==> config.mk <==
export PLATFORM = sky130hd
export DESIGN_NAME = gsens_tilt_calib
export DESIGN_NICKNAME = d
export VERILOG_FILES = /design/src/rtl/gsens_pkg.sv /design/src/rtl/gsens_axis_acc.sv /design/src/rtl/gsens_tilt_calib.sv
export SDC_FILE = /design/constraint.sdc
export NUM_CORES = 1
export LEC_CHECK = 0
export CAP_MARGIN = 20
export CORE_MARGIN = 1.5
export CORE_UTILIZATION = 45
export DETAILED_ROUTE_END_ITERATION = 10
export SLEW_MARGIN = 15
export SYNTH_ARGS = -nofsm -noshare
export SYNTH_HDL_FRONTEND = slang
export SYNTH_HIERARCHICAL = 1
export SYNTH_SLANG_ARGS = --single-unit
export TNS_END_PERCENT = 100
==> constraint.sdc <==
create_clock -name clk -period 5.55 [get_ports clk]
set_input_delay 1.11 -clock clk [delete_from_list [all_inputs] [get_ports clk]]
set_output_delay 1.11 -clock clk [all_outputs]
set_load 0.1 [all_outputs]
==> src/rtl/gsens_pkg.sv <==
// Shared types and widths for the tilt-calibration block.
package gsens_pkg;

    localparam int unsigned SAMPLE_W = 16;
    localparam int unsigned TILT_W   = 4;

    localparam logic [TILT_W-1:0] TILT_MAX = '1;

    typedef enum logic {
        StCalibrate,
        StRun
    } state_e;

endpackage

==> src/rtl/gsens_axis_acc.sv <==
// One axis: sample accumulator, zero-offset latch and tilt magnitude/direction.
module gsens_axis_acc
    import gsens_pkg::*;
#(
    parameter int unsigned AVG_LOG2   = 3,
    parameter int unsigned CAL_LOG2   = 4,
    parameter int unsigned TILT_SHIFT = 4,
    parameter int unsigned DEADZONE   = 1
) (
    input  logic                clk,
    input  logic                resetN,
    input  logic                clear,
    input  logic                accept,
    input  logic                cal_done,
    input  logic                win_done,
    input  logic [SAMPLE_W-1:0] sample,
    output logic [TILT_W-1:0]   amount,
    output logic                direction
);

    // One accumulator serves both calibration and run windows.
    localparam int unsigned ACC_W = SAMPLE_W + ((CAL_LOG2 > AVG_LOG2) ? CAL_LOG2 : AVG_LOG2);

    logic signed [ACC_W-1:0]    acc_q, acc_d;
    logic signed [ACC_W-1:0]    sum, cal_shift, avg_shift;
    logic signed [SAMPLE_W-1:0] offset_q, offset_d, avg;
    logic signed [SAMPLE_W:0]   diff;
    logic [SAMPLE_W:0]          abs_diff, mag_full;
    logic [TILT_W-1:0]          mag_sat, amount_q, amount_d;
    logic                       dir_q, dir_d, in_deadzone;
    logic                       unused_shift;

    // Datapath: include the current sample so a window closes on its last strobe.
    always_comb begin
        sum       = acc_q + ACC_W'($signed(sample));
        cal_shift = sum >>> CAL_LOG2;
        avg_shift = sum >>> AVG_LOG2;
        avg       = avg_shift[SAMPLE_W-1:0];
        diff      = {avg[SAMPLE_W-1], avg} - {offset_q[SAMPLE_W-1], offset_q};
        abs_diff  = diff[SAMPLE_W] ? unsigned'(-diff) : unsigned'(diff);
        mag_full  = abs_diff >> TILT_SHIFT;
        mag_sat   = (mag_full > {{(SAMPLE_W + 1 - TILT_W){1'b0}}, TILT_MAX})
                    ? TILT_MAX : mag_full[TILT_W-1:0];
        in_deadzone = ({{(32 - TILT_W){1'b0}}, mag_sat} <= DEADZONE);
    end

    // Averages of 16-bit samples always fit back in 16 bits.
    assign unused_shift = ^{cal_shift[ACC_W-1:SAMPLE_W], avg_shift[ACC_W-1:SAMPLE_W]};

    // Next-state: clear wins, then offset latch, window close or plain accumulate.
    always_comb begin
        acc_d    = acc_q;
        offset_d = offset_q;
        amount_d = amount_q;
        dir_d    = dir_q;
        if (clear) begin
            acc_d    = '0;
            amount_d = '0;
            dir_d    = 1'b0;
        end else if (accept) begin
            if (cal_done) begin
                offset_d = cal_shift[SAMPLE_W-1:0];
                acc_d    = '0;
            end else if (win_done) begin
                acc_d    = '0;
                amount_d = in_deadzone ? '0 : mag_sat;
                dir_d    = in_deadzone ? 1'b0 : diff[SAMPLE_W];
            end else begin
                acc_d = sum;
            end
        end
    end

    // State registers.
    always_ff @(posedge clk or negedge resetN) begin
        if (!resetN) begin
            acc_q    <= '0;
            offset_q <= '0;
            amount_q <= '0;
            dir_q    <= 1'b0;
        end else begin
            acc_q    <= acc_d;
            offset_q <= offset_d;
            amount_q <= amount_d;
            dir_q    <= dir_d;
        end
    end

    assign amount    = amount_q;
    assign direction = dir_q;

endmodule

==> src/rtl/gsens_tilt_calib.sv <==
// Two-axis accelerometer tilt detector with self-captured zero offset.
module gsens_tilt_calib
    import gsens_pkg::*;
#(
    parameter int unsigned AVG_LOG2   = 3,
    parameter int unsigned CAL_LOG2   = 4,
    parameter int unsigned TILT_SHIFT = 4,
    parameter int unsigned DEADZONE   = 1
) (
    input  logic                clk,
    input  logic                resetN,
    input  logic                sample_valid,
    input  logic [SAMPLE_W-1:0] sample_x,
    input  logic [SAMPLE_W-1:0] sample_y,
    input  logic                calibrate,
    output logic [TILT_W-1:0]   tilt_amount_x,
    output logic [TILT_W-1:0]   tilt_amount_y,
    output logic                tilt_direction_x,
    output logic                tilt_direction_y,
    output logic                calibrated,
    output logic                tilt_valid
);

    localparam int unsigned CNT_W = ((CAL_LOG2 > AVG_LOG2) ? CAL_LOG2 : AVG_LOG2) + 1;
    localparam logic [CNT_W-1:0] CAL_LAST = CNT_W'((1 << CAL_LOG2) - 1);
    localparam logic [CNT_W-1:0] AVG_LAST = CNT_W'((1 << AVG_LOG2) - 1);

    state_e           state_q, state_d;
    logic [CNT_W-1:0] count_q, count_d;
    logic             tilt_valid_q;
    logic             accept, last, cal_done, win_done;

    // Shared window control; a coincident calibrate discards the sample.
    always_comb begin
        accept   = sample_valid & ~calibrate;
        last     = (state_q == StCalibrate) ? (count_q == CAL_LAST) : (count_q == AVG_LAST);
        cal_done = accept & last & (state_q == StCalibrate);
        win_done = accept & last & (state_q == StRun);
    end

    // FSM next state and sample counter.
    always_comb begin
        state_d = state_q;
        count_d = count_q;
        if (calibrate) begin
            state_d = StCalibrate;
            count_d = '0;
        end else if (accept) begin
            count_d = last ? '0 : count_q + CNT_W'(1);
            if (cal_done) begin
                state_d = StRun;
            end
        end
    end

    // FSM, counter and tilt_valid registers.
    always_ff @(posedge clk or negedge resetN) begin
        if (!resetN) begin
            state_q      <= StCalibrate;
            count_q      <= '0;
            tilt_valid_q <= 1'b0;
        end else begin
            state_q      <= state_d;
            count_q      <= count_d;
            tilt_valid_q <= win_done;
        end
    end

    assign calibrated = (state_q == StRun);
    assign tilt_valid = tilt_valid_q;

    gsens_axis_acc #(
        .AVG_LOG2   (AVG_LOG2),
        .CAL_LOG2   (CAL_LOG2),
        .TILT_SHIFT (TILT_SHIFT),
        .DEADZONE   (DEADZONE)
    ) u_axis_x (
        .clk       (clk),
        .resetN    (resetN),
        .clear     (calibrate),
        .accept    (accept),
        .cal_done  (cal_done),
        .win_done  (win_done),
        .sample    (sample_x),
        .amount    (tilt_amount_x),
        .direction (tilt_direction_x)
    );

    gsens_axis_acc #(
        .AVG_LOG2   (AVG_LOG2),
        .CAL_LOG2   (CAL_LOG2),
        .TILT_SHIFT (TILT_SHIFT),
        .DEADZONE   (DEADZONE)
    ) u_axis_y (
        .clk       (clk),
        .resetN    (resetN),
        .clear     (calibrate),
        .accept    (accept),
        .cal_done  (cal_done),
        .win_done  (win_done),
        .sample    (sample_y),
        .amount    (tilt_amount_y),
        .direction (tilt_direction_y)
    );

endmodule
Word-level counts from Yosys, hierarchy flattened. Index checks and enable logic that the tools add are counted. Widths: inputs -> output; s select.

Flip-flop bits (word level): 89. Input port bits: 36. Output and inout bits: 12. Word-level logic and storage cells: 76.

$add $sub $neg: 7. Order comparisons: 4. Equal/unequal tests: 3. Multiplexer cells: 39. Bitwise gates (word level): 6. Reduce and logical (&&, ||, !) cells: 6.

Operators by type and width (count): $mux 20 (8); $mux 4 (12); $add 20x16->20 (2); $mux 17 (2); $neg 17->17 (2); $sub 16x16->17 (2); $gt 13x4->1 const B (2); $mux 5 (3); $mux 1 (14); $le 4x1->1 const B (2); $reduce_and 3->1 (2); $reduce_bool 2->1 (3); $add 5x1->5 const B (1); $eq 5x3->1 const B (1); $eq 5x4->1 const B (1); $and 1x1->1 (4); $ne 2x2->1 const B (1); $not 1->1 (2); $reduce_and 2->1 (1).

Longest topological paths before layout. Gate-level depths: netlist (run 1).

Depth after elaboration: 12. Depth in mapped cells: 21. Depth with buffers taken out: 21.

Hierarchy. Netlist (run 1), hierarchy kept.

By module, submodules not included: gsens_axis_acc at u_axis_x (times used 1, cells each 388, area an instance 3562.2 um^2, sequential area each 1026.0 um^2); gsens_axis_acc at u_axis_y (times used 1, cells each 385, area an instance 3514.6 um^2, sequential area each 1026.0 um^2); gsens_tilt_calib (times used 1, cells each 38, area an instance 369.1 um^2, sequential area each 175.2 um^2).

Worst setup path after synthesis (run 1). Ideal clock, no wire load.

Path kind: input -> register. Start point: input sample_y[0]. End point: register u_axis_y.amount_q[0] (netlist: u_axis_y/amount[0]). Setup time: 0.132 ns. Arrival: 5.128 ns. Required time: 5.418 ns. Slack: 0.291 ns. Cell stages on the path: 21. Path buffers: 1. Cells stage by stage: ha_1 -> inv_1 -> fa_1 -> nor2b_1 -> o21ai_0 -> a21bo_2 -> a211oi_1 -> o21ai_0 -> o21bai_1 -> a21oi_1 -> xnor2_1 -> ha_1 -> clkbuf_1 -> o21ai_0 -> or2b_2 -> a41o_1 -> a21oi_2 -> xnor2_1 -> or4b_4 -> mux2i_4 -> a211oi_1.

Word-level cells in the longest chain between the ends: 12.

RTL lines: from (decl) (line gsens_tilt_calib.sv:14) `input logic [SAMPLE_W-1:0] sample_y,`; $add 20x16->20 (*) (line gsens_axis_acc.sv:35) `sum = acc_q + ACC_W'($signed(sample));`; net u_axis_y.sum[14] (line gsens_axis_acc.sv:25) `logic signed [ACC_W-1:0] sum, cal_shift, avg_shift;`; $sub 16x16->17 (*) (line gsens_axis_acc.sv:39) `diff = {avg[SAMPLE_W-1], avg} - {offset_q[SAMPLE_W-1], offset_q};`; $neg 17->17 (line gsens_axis_acc.sv:40) `abs_diff = diff[SAMPLE_W] ? unsigned'(-diff) : unsigned'(diff);`; $mux 17 (*) (line gsens_axis_acc.sv:40); $gt 13x4->1 (line gsens_axis_acc.sv:42) `mag_sat = (mag_full > {{(SAMPLE_W + 1 - TILT_W){1'b0}}, TILT_MAX})`; $mux 4 (*) (line gsens_axis_acc.sv:43) `? TILT_MAX : mag_full[TILT_W-1:0];`; $le 4x1->1 (line gsens_axis_acc.sv:44) `in_deadzone = ({{(32 - TILT_W){1'b0}}, mag_sat} <= DEADZONE);`; $mux 4 (*) (line gsens_axis_acc.sv:66) `amount_d = in_deadzone ? '0 : mag_sat;`; $mux 4 (*) (line gsens_axis_acc.sv:64) `end else if (win_done) begin`; $mux 4 (*) (line gsens_axis_acc.sv:61) `if (cal_done) begin`; $mux 4 (*) (line gsens_axis_acc.sv:60) `end else if (accept) begin`; $mux 4 (*) (line gsens_axis_acc.sv:56) `if (clear) begin`; to (signal assigned) (line gsens_axis_acc.sv:84) `amount_q <= amount_d;`; to (decl) (line gsens_axis_acc.sv:29) `logic [TILT_W-1:0] mag_sat, amount_q, amount_d;`.

Mark *: on every way through the listed nets, which the timed path passes. The rest lies on a longest branch. The select of a mux whose other input is x is not followed. A chain may end at the register's enable or synchronous reset.

Worst setup path in the final report (run 1).
Start point: input sample_y[0]. End point: register u_axis_y.amount_q[1] (netlist: u_axis_y/amount[1]).

The elaborated chain is that of the path after synthesis.

==> summary.md, run 1 <==
| Metric | Value |
|---|---|
| Status | `finished, final reports clean` |
| Vias in the first global route | `6448` |
| Max VDD drop | `164 uV` |
| Seq cells post-synth | `89` |
| Post-synth ARST share | `100%` |
| Unique masters post-synth | `83` |
| Vias/cell | `5.56` |
| Largest family of logic cells by synthesized area | `compound AO/OA/AOI/OAI gates` |
| IO buf count | `47` |
| Hold-fix buffers, CTS | `0` |
| I/O Pins | `48` |
| Pwr dens | `283 nW/um^2` |
| Die Footprint | `17300 sq um` |
| All-Layer GR Usage | `22.2%` |
| CTS tree | `built` |
| R2R depth | `18` |
| Tot Pwr | `0.00265 W` |
| Number of remaining DRC errors | `0` |
| Layout cells sized above 1 | `22.0%` |
| Antenna violations before repair | `0` |
| TritonCTS sink count | `89` |
| Worst Clk Skew | `0.00852 ns` |
| Worst-margin pin slew | `1.06 ns` |
| Global-route wire length before repair | `31300 um` |
| Total of max-cap violations | `0` |
| Synth Area in Simple Gates | `16.7%` |
| Path type of the worst setup path | `primary input to register` |
| Core ar. | `16000 sq um` |
| Synthesis-to-finish area growth | `25.7%` |
| Critical path data required time | `5.78 ns` |
| CP Launch Point | `sample_y[0]` |
| Synth cell count leaders | `dfrtp_1, ha_1, inv_1, nor2_1, o21ai_0` |
| Crit end category | `register` |
| Startpoint Class | `primary input` |
| Starting density of the core | `46.5%` |
| Setup violations, final | `0` |
| Clock buffer depth | `2` |
| Cell Area, Synth | `7450 sq um` |
| Min Tclk post-route | `5.36 ns` |
| Fin util | `58.5%` |
| Syn Area/Cell | `9.18 sq um` |
| Clock root buffer | `clkbuf_16` |
| Cell taking the most area after synthesis | `dfrtp_1` |
| Cells after Synth | `811` |
| Clock Latency Late Sink | `0.36 ns` |
| Placed Cells | `1161` |
| DR pass1 iterations | `5` |
| ANT cells | `0` |
| Most frequent cell after synthesis | `dfrtp_1` |
| Syn_nets | `922` |
| Peak Freq | `187 MHz` |
| Sequential share of the synthesized area | `29.9%` |
| DP HPWL | `14300 um` |
| Worst path arrival time | `5.59 ns` |
| Top_reg_cell synth | `dfrtp_1` |
| Post-Synth XOR/XNOR Area | `6.94%` |
| Final Instance Count excl. Fillers | `1178` |
| Delay of the slowest critical-path stage | `0.51 ns` |
| Leak | `4.28 nW` |
| Top cells by area, synth | `dfrtp_1, ha_1, mux2_2` |
| Slew Limit Fails | `0` |
| Reg2reg setup slack | `1.02 ns` |
| FF-to-FF End | `u_axis_y/amount[1]` |
| Routed WL | `18900 um` |
| Slew HR | `28.7%` |
| Synth Area in Adders | `13.0%` |
| P_sw | `0.000997 W` |
| Clock-pin slew of the registers on the worst-case setup and hold paths | `0.06 ns` |
| Total CTS buffers | `9` |
| CP Capture Point | `u_axis_y/amount[1]` |
| Ys Warns | `6` |
| CP max FO | `6` |
| DRT iter0 DRCs | `344` |
| Part of the power in the clock network | `24.1%` |
| Chip height | `132 um` |
| Sw Ratio | `37.6%` |
| Mux cell area share after synthesis | `5.18%` |
| Global placement routability congestion | `0.888` |
| Hold Fails Final Rpt | `0` |
| H-tree Lvls | `3` |
| Crit-path cells | `clkdlybuf4s50_1 -> ha_1 -> inv_1 -> fa_2 -> nor2b_1 -> o21ai_1 -> a21bo_2 -> buf_4 -> nand2b_1 -> a21o_1 -> xor2_1 -> buf_4 -> ha_1 -> o21ai_0 -> a21o_1 -> a21oi_1 -> o31ai_1 -> xor2_1 -> nand4_1 -> or4b_4 -> mux2i_4 -> a211oi_1` |
| Via count | `6553` |
| CP max-delay cell | `or4b_4` |
| Net count, final | `1068` |
| Largest net degree at the start of global routing | `56` |
| Fin crit share | `96.6%` |
| Post-route ant nets | `0` |
| Hold Path Class | `register to register` |
| Reg2reg start | `u_axis_y/acc_q[1]` |
| Congestion Overflow GR | `0` |
| Yosys top cell area share | `29.9%` |
| Flop pwr share | `26.0%` |
| Die Width | `132 um` |
| Internal | `0.00166 W` |
| Rows | `46` |
| Routed length per instance | `16.0 um` |
| Post-synthesis compound-gate area fraction | `24.2%` |
| EDFF count, synth | `0` |
| Logic pwr share | `49.9%` |
stage by stage:
| stage | cell area, sq um | hold WS, ns | setup TNS [ns] | setup slack (ns) |
|---|---|---|---|---|
| 2_1_floorplan | 7450 | 0.450 | 0 | 0.291 |
| 3_3_place_gp | 8890 | 0.471 | -1.52 | -0.209 |
| 3_5_place_dp | 8900 | 0.479 | -2.36 | -0.282 |
| 4_1_cts | 9200 | 0.494 | 0 | 0.0784 |
| 5_1_grt | 9360 | 0.512 | -0.0979 | -0.0243 |
| 6_report | 9360 | 0.491 | 0 | 0.190 |
routing by layer:
metal  share of wire (%)  GRT usage, %
met5                   0             0
met3                 4.2          4.05
met4                 1.6          6.54
met1                  52          33.0
met2                  42          32.7
repair_timing:
item                                    in CTS  in global routing
resized for setup                            0                 32
endpoints found under the setup margin       0                 10
setup buffers                                0                  1
power by group through the flow:
stage               clock network (W)  logic [W]  registers (W)
floorplan                           0   0.000802       0.000697
global placement                    0    0.00124       0.000700
detailed placement                  0    0.00126       0.000701
CTS                          0.000656    0.00127       0.000689
global route                 0.000682    0.00146       0.000692
finish                       0.000639    0.00132       0.000689
cell families (layout without fill, tap and decap cells):
logic type / Yosys count / count (layout)
AOI/OAI and AO/OA: 248 / 248
xor gates and xnor gates: 59 / 59
adders and majority gates: 75 / 75
buffers and inverters: 77 / 228
DFF: 89 / 89
muxes: 33 / 33
and+or+nand+nor: 230 / 230
flip-flops by register name, indices dropped and copies added, names as in the netlist:
| name | count |
|---|---|
| calibrated | 1 |
| u_axis_y/acc_q | 20 |
| u_axis_y/amount | 4 |
| u_axis_x/offset_q | 16 |
| u_axis_y/offset_q | 16 |
| u_axis_x/direction | 1 |
| u_axis_x/amount | 4 |
| u_axis_x/acc_q | 20 |
| u_axis_y/direction | 1 |
| tilt_valid | 1 |
| count_q | 5 |
cells in the final DEF, fill, tap and decap left out, types with 12 or more instances in the layout:
cell	n
nand3_1	15
nand2_1	41
a211oi_1	12
a22o_1	31
dfrtp_1	89
o21ai_0	39
inv_1	61
a21o_1	19
mux2_2	29
clkdlybuf4s50_1	46
nor3_1	20
ha_1	71
nor2b_1	12
xor2_1	24
buf_4	104
a21oi_1	38
nand2b_1	14
xnor2_1	29
nor2_1	56
cell type report:
type | count | area, sq um
flip-flops and latches | 89 | 2230
clock inverters | 4 | 51.3
well taps | 216 | 270
multi-input cells | 645 | 5080
clock buffers | 12 | 246
repair buffers | 151 | 1250
fillers | 1426 | 6640
inverters | 61 | 229
worst min path at each step:
stage                                        to  slack, ns                  start  depth (start not counted)
final                     u_axis_y/offset_q[15]       0.49  u_axis_y/offset_q[15]                          2
after global routing       u_axis_y/offset_q[3]       0.51   u_axis_y/offset_q[3]                          1
after CTS                 u_axis_y/offset_q[15]       0.49  u_axis_y/offset_q[15]                          2
after detailed placement  u_axis_y/offset_q[15]       0.48  u_axis_y/offset_q[15]                          2
after global placement        u_axis_x/acc_q[2]       0.47      u_axis_x/acc_q[2]                          2
after floorplan           u_axis_y/offset_q[15]       0.45  u_axis_y/offset_q[15]                          2
worst max-delay path: cells and delay by family:
kind	cells	cell delay [ns]
compound gates	8	1.45
buf+inv	4	0.81
simple gates	4	0.80
fa+ha+maj	3	0.79
xor+xnor	2	0.40
mux	1	0.25
Power figures use the tool's default switching activity.
==> run 2, diff against run 1 <==
- CTS_BUF_LIST: unset -> sky130_fd_sc_hd__clkbuf_16
==> run 2 against run 1 <==
  * Global-route usage about the same
  * Setup slack worse by 0.0030 ns
  * Worst hold slack barely moved
  * First-iteration DRC count fell by 1.5%
  * Count of clock-buffer cells in the layout down 3
  * Register-to-register slack about the same
  * Clock power fell by 3%
  * Design area down 0.11%
  * Die area did not move
  * Highest routed layer unchanged
  * Combinational power hardly changed
  * Sequential share of layout area barely moved
  * Non-clock buffer count did not move
==> summary.md, run 2 (same netlist as run 1, synthesis figures left out) <==
| Metric | Value |
|---|---|
| Largest net degree at the start of global routing | `56` |
| I/O Pins | `48` |
| Hold Path Class | `register to register` |
| TritonCTS sink count | `89` |
| Routed length per instance | `16.0 um` |
| H-tree Lvls | `3` |
| Crit end category | `register` |
| Clock root buffer | `clkbuf_16` |
| Rows | `46` |
| Pre-CTS setup slack | `-0.282 ns` |
| Leak | `4.28 nW` |
| CP Capture Point | `u_axis_y/amount[1]` |
| Pwr dens | `282 nW/um^2` |
| Setup violations, final | `0` |
| Clock Latency Late Sink | `0.36 ns` |
| Worst path arrival time | `5.59 ns` |
| Global-route wire length before repair | `31300 um` |
| Final Instance Count excl. Fillers | `1178` |
| Most frequent cells in the layout | `buf_4, dfrtp_1, ha_1` |
| Antenna violations before repair | `0` |
| Tot Pwr | `0.00264 W` |
| Path type of the worst setup path | `primary input to register` |
| CP Launch Point | `sample_y[0]` |
| Critical path data required time | `5.78 ns` |
| Total of max-cap violations | `0` |
| Chip height | `132 um` |
| Hold Fails Final Rpt | `0` |
| All-Layer GR Usage | `22.2%` |
| CTS tree | `built` |
| Worst-margin pin slew | `1.06 ns` |
| R2R depth | `18` |
| Post-route ant nets | `0` |
| Number of remaining DRC errors | `0` |
| Max VDD drop | `164 uV` |
| IO buf count | `47` |
| DP HPWL | `14300 um` |
| Most common cell after layout, fill and taps aside | `buf_4` |
| Synthesis-to-finish area growth | `25.6%` |
| Vias in the first global route | `6446` |
| Die Footprint | `17300 sq um` |
| Total CTS buffers | `9` |
| Status | `finished, final reports clean` |
| Starting density of the core | `46.5%` |
| Placed Cells | `1161` |
| Worst Clk Skew | `0.00868 ns` |
| Slew Limit Fails | `0` |
| Fin crit share | `96.6%` |
| Congestion Overflow GR | `0` |
| Slew HR | `28.9%` |
| Reg2reg start | `u_axis_y/acc_q[1]` |
| ANT cells | `0` |
| DR pass1 iterations | `4` |
| Min Tclk post-route | `5.36 ns` |
| Worst setup margin | `0.187 ns` |
| Core ar. | `16000 sq um` |
| Via count | `6571` |
| Clock-pin slew of the registers on the worst-case setup and hold paths | `0.06 ns` |
| FF-to-FF End | `u_axis_y/amount[1]` |
| Startpoint Class | `primary input` |
| Top Registers | `u_axis_x/acc_q x20, u_axis_y/acc_q x20` |
| Die Width | `132 um` |
| Global placement routability congestion | `0.888` |
| Layout cells sized above 1 | `21.9%` |
| Vias/cell | `5.58` |
| Fill cells | `1422` |
| Hold Slack | `0.491 ns` |
| CP max FO | `6` |
| Clock buffer depth | `2` |
| Reg2reg setup slack | `1.03 ns` |
| Routed WL | `18900 um` |
| Net count, final | `1068` |
| Setup TNS | `0 ns` |
| Peak Freq | `186 MHz` |
| DRT iter0 DRCs | `339` |
==> run 2: changes by cell type in the layout (fill, tap and decap cells not counted), sizes merged <==
cell / change
clkinv: +1
inv: +2
clkbuf: -3
==> run 2: how the worst min path moves through the flow <==
stage                     startpoint               endpoint  slack [ns]  cells after the start
5_1_grt         u_axis_y/offset_q[3]   u_axis_y/offset_q[3]        0.51                      1
4_1_cts        u_axis_y/offset_q[15]  u_axis_y/offset_q[15]        0.49                      2
6_report       u_axis_y/offset_q[15]  u_axis_y/offset_q[15]        0.49                      2
3_3_place_gp       u_axis_x/acc_q[2]      u_axis_x/acc_q[2]        0.47                      2
3_5_place_dp   u_axis_y/offset_q[15]  u_axis_y/offset_q[15]        0.48                      2
2_1_floorplan  u_axis_y/offset_q[15]  u_axis_y/offset_q[15]        0.45                      2
==> run 2: report_power, final <==
part / internal (W) / switching [W] / total, W
Sequential: 0.000673 / 0.0000157 / 0.000689
Combinational: 0.000620 / 0.000705 / 0.00133
Clock: 0.000346 / 0.000276 / 0.000621
==> run 2: timing repair <==
item                       in CTS  in global routing
hold buffers                    0                  0
resized for setup               0                 32
setup buffers                   0                  1
setup endpoints to repair       0                 10
==> run 2: critical path, cell delays in order <==
cell             delay (ns)
clkdlybuf4s50_1        0.46
ha_1                   0.16
inv_1                  0.06
fa_2                   0.34
nor2b_1                0.11
o21ai_1                0.08
a21bo_2                0.23
buf_4                  0.14
nand2b_1               0.06
a21o_1                 0.14
xor2_1                 0.15
buf_4                  0.15
ha_1                   0.29
o21ai_0                0.28
a21o_1                 0.17
a21oi_1                0.08
o31ai_1                0.36
xor2_1                 0.25
nand4_1                0.12
or4b_4                 0.51
mux2i_4                0.25
a211oi_1               0.11
==> run 2: layer usage <==
layer  wire, um  part of all wire, %  global-route usage (%)  up-vias
met5          0                    0                       0        -
met4        336                  1.8                    6.54        0
met3        757                  4.0                    4.05       22
met2       7900                   42                    32.7      127
met1       9900                   52                    33.0     3133
li1           -                    -                       -     3289
==> run 2: stage by stage <==
step	area [sq um]	util, %
6_report	9350	58.4
5_1_grt	9350	58.4
4_1_cts	9190	57.4
3_5_place_dp	8900	55.6
3_3_place_gp	8890	55.6
2_1_floorplan	7450	-
==> run 2: area by class of cell <==
class / count / area, sq um / area share, %
Clock buffer: 9 / 225 / 2.41
Clock inverter: 7 / 62.6 / 0.669
Inverter: 61 / 229 / 2.45
Multi-Input combinational cell: 645 / 5080 / 54.4
Sequential cell: 89 / 2230 / 23.8
Tap cell: 216 / 270 / 2.89
Timing Repair Buffer: 151 / 1250 / 13.4
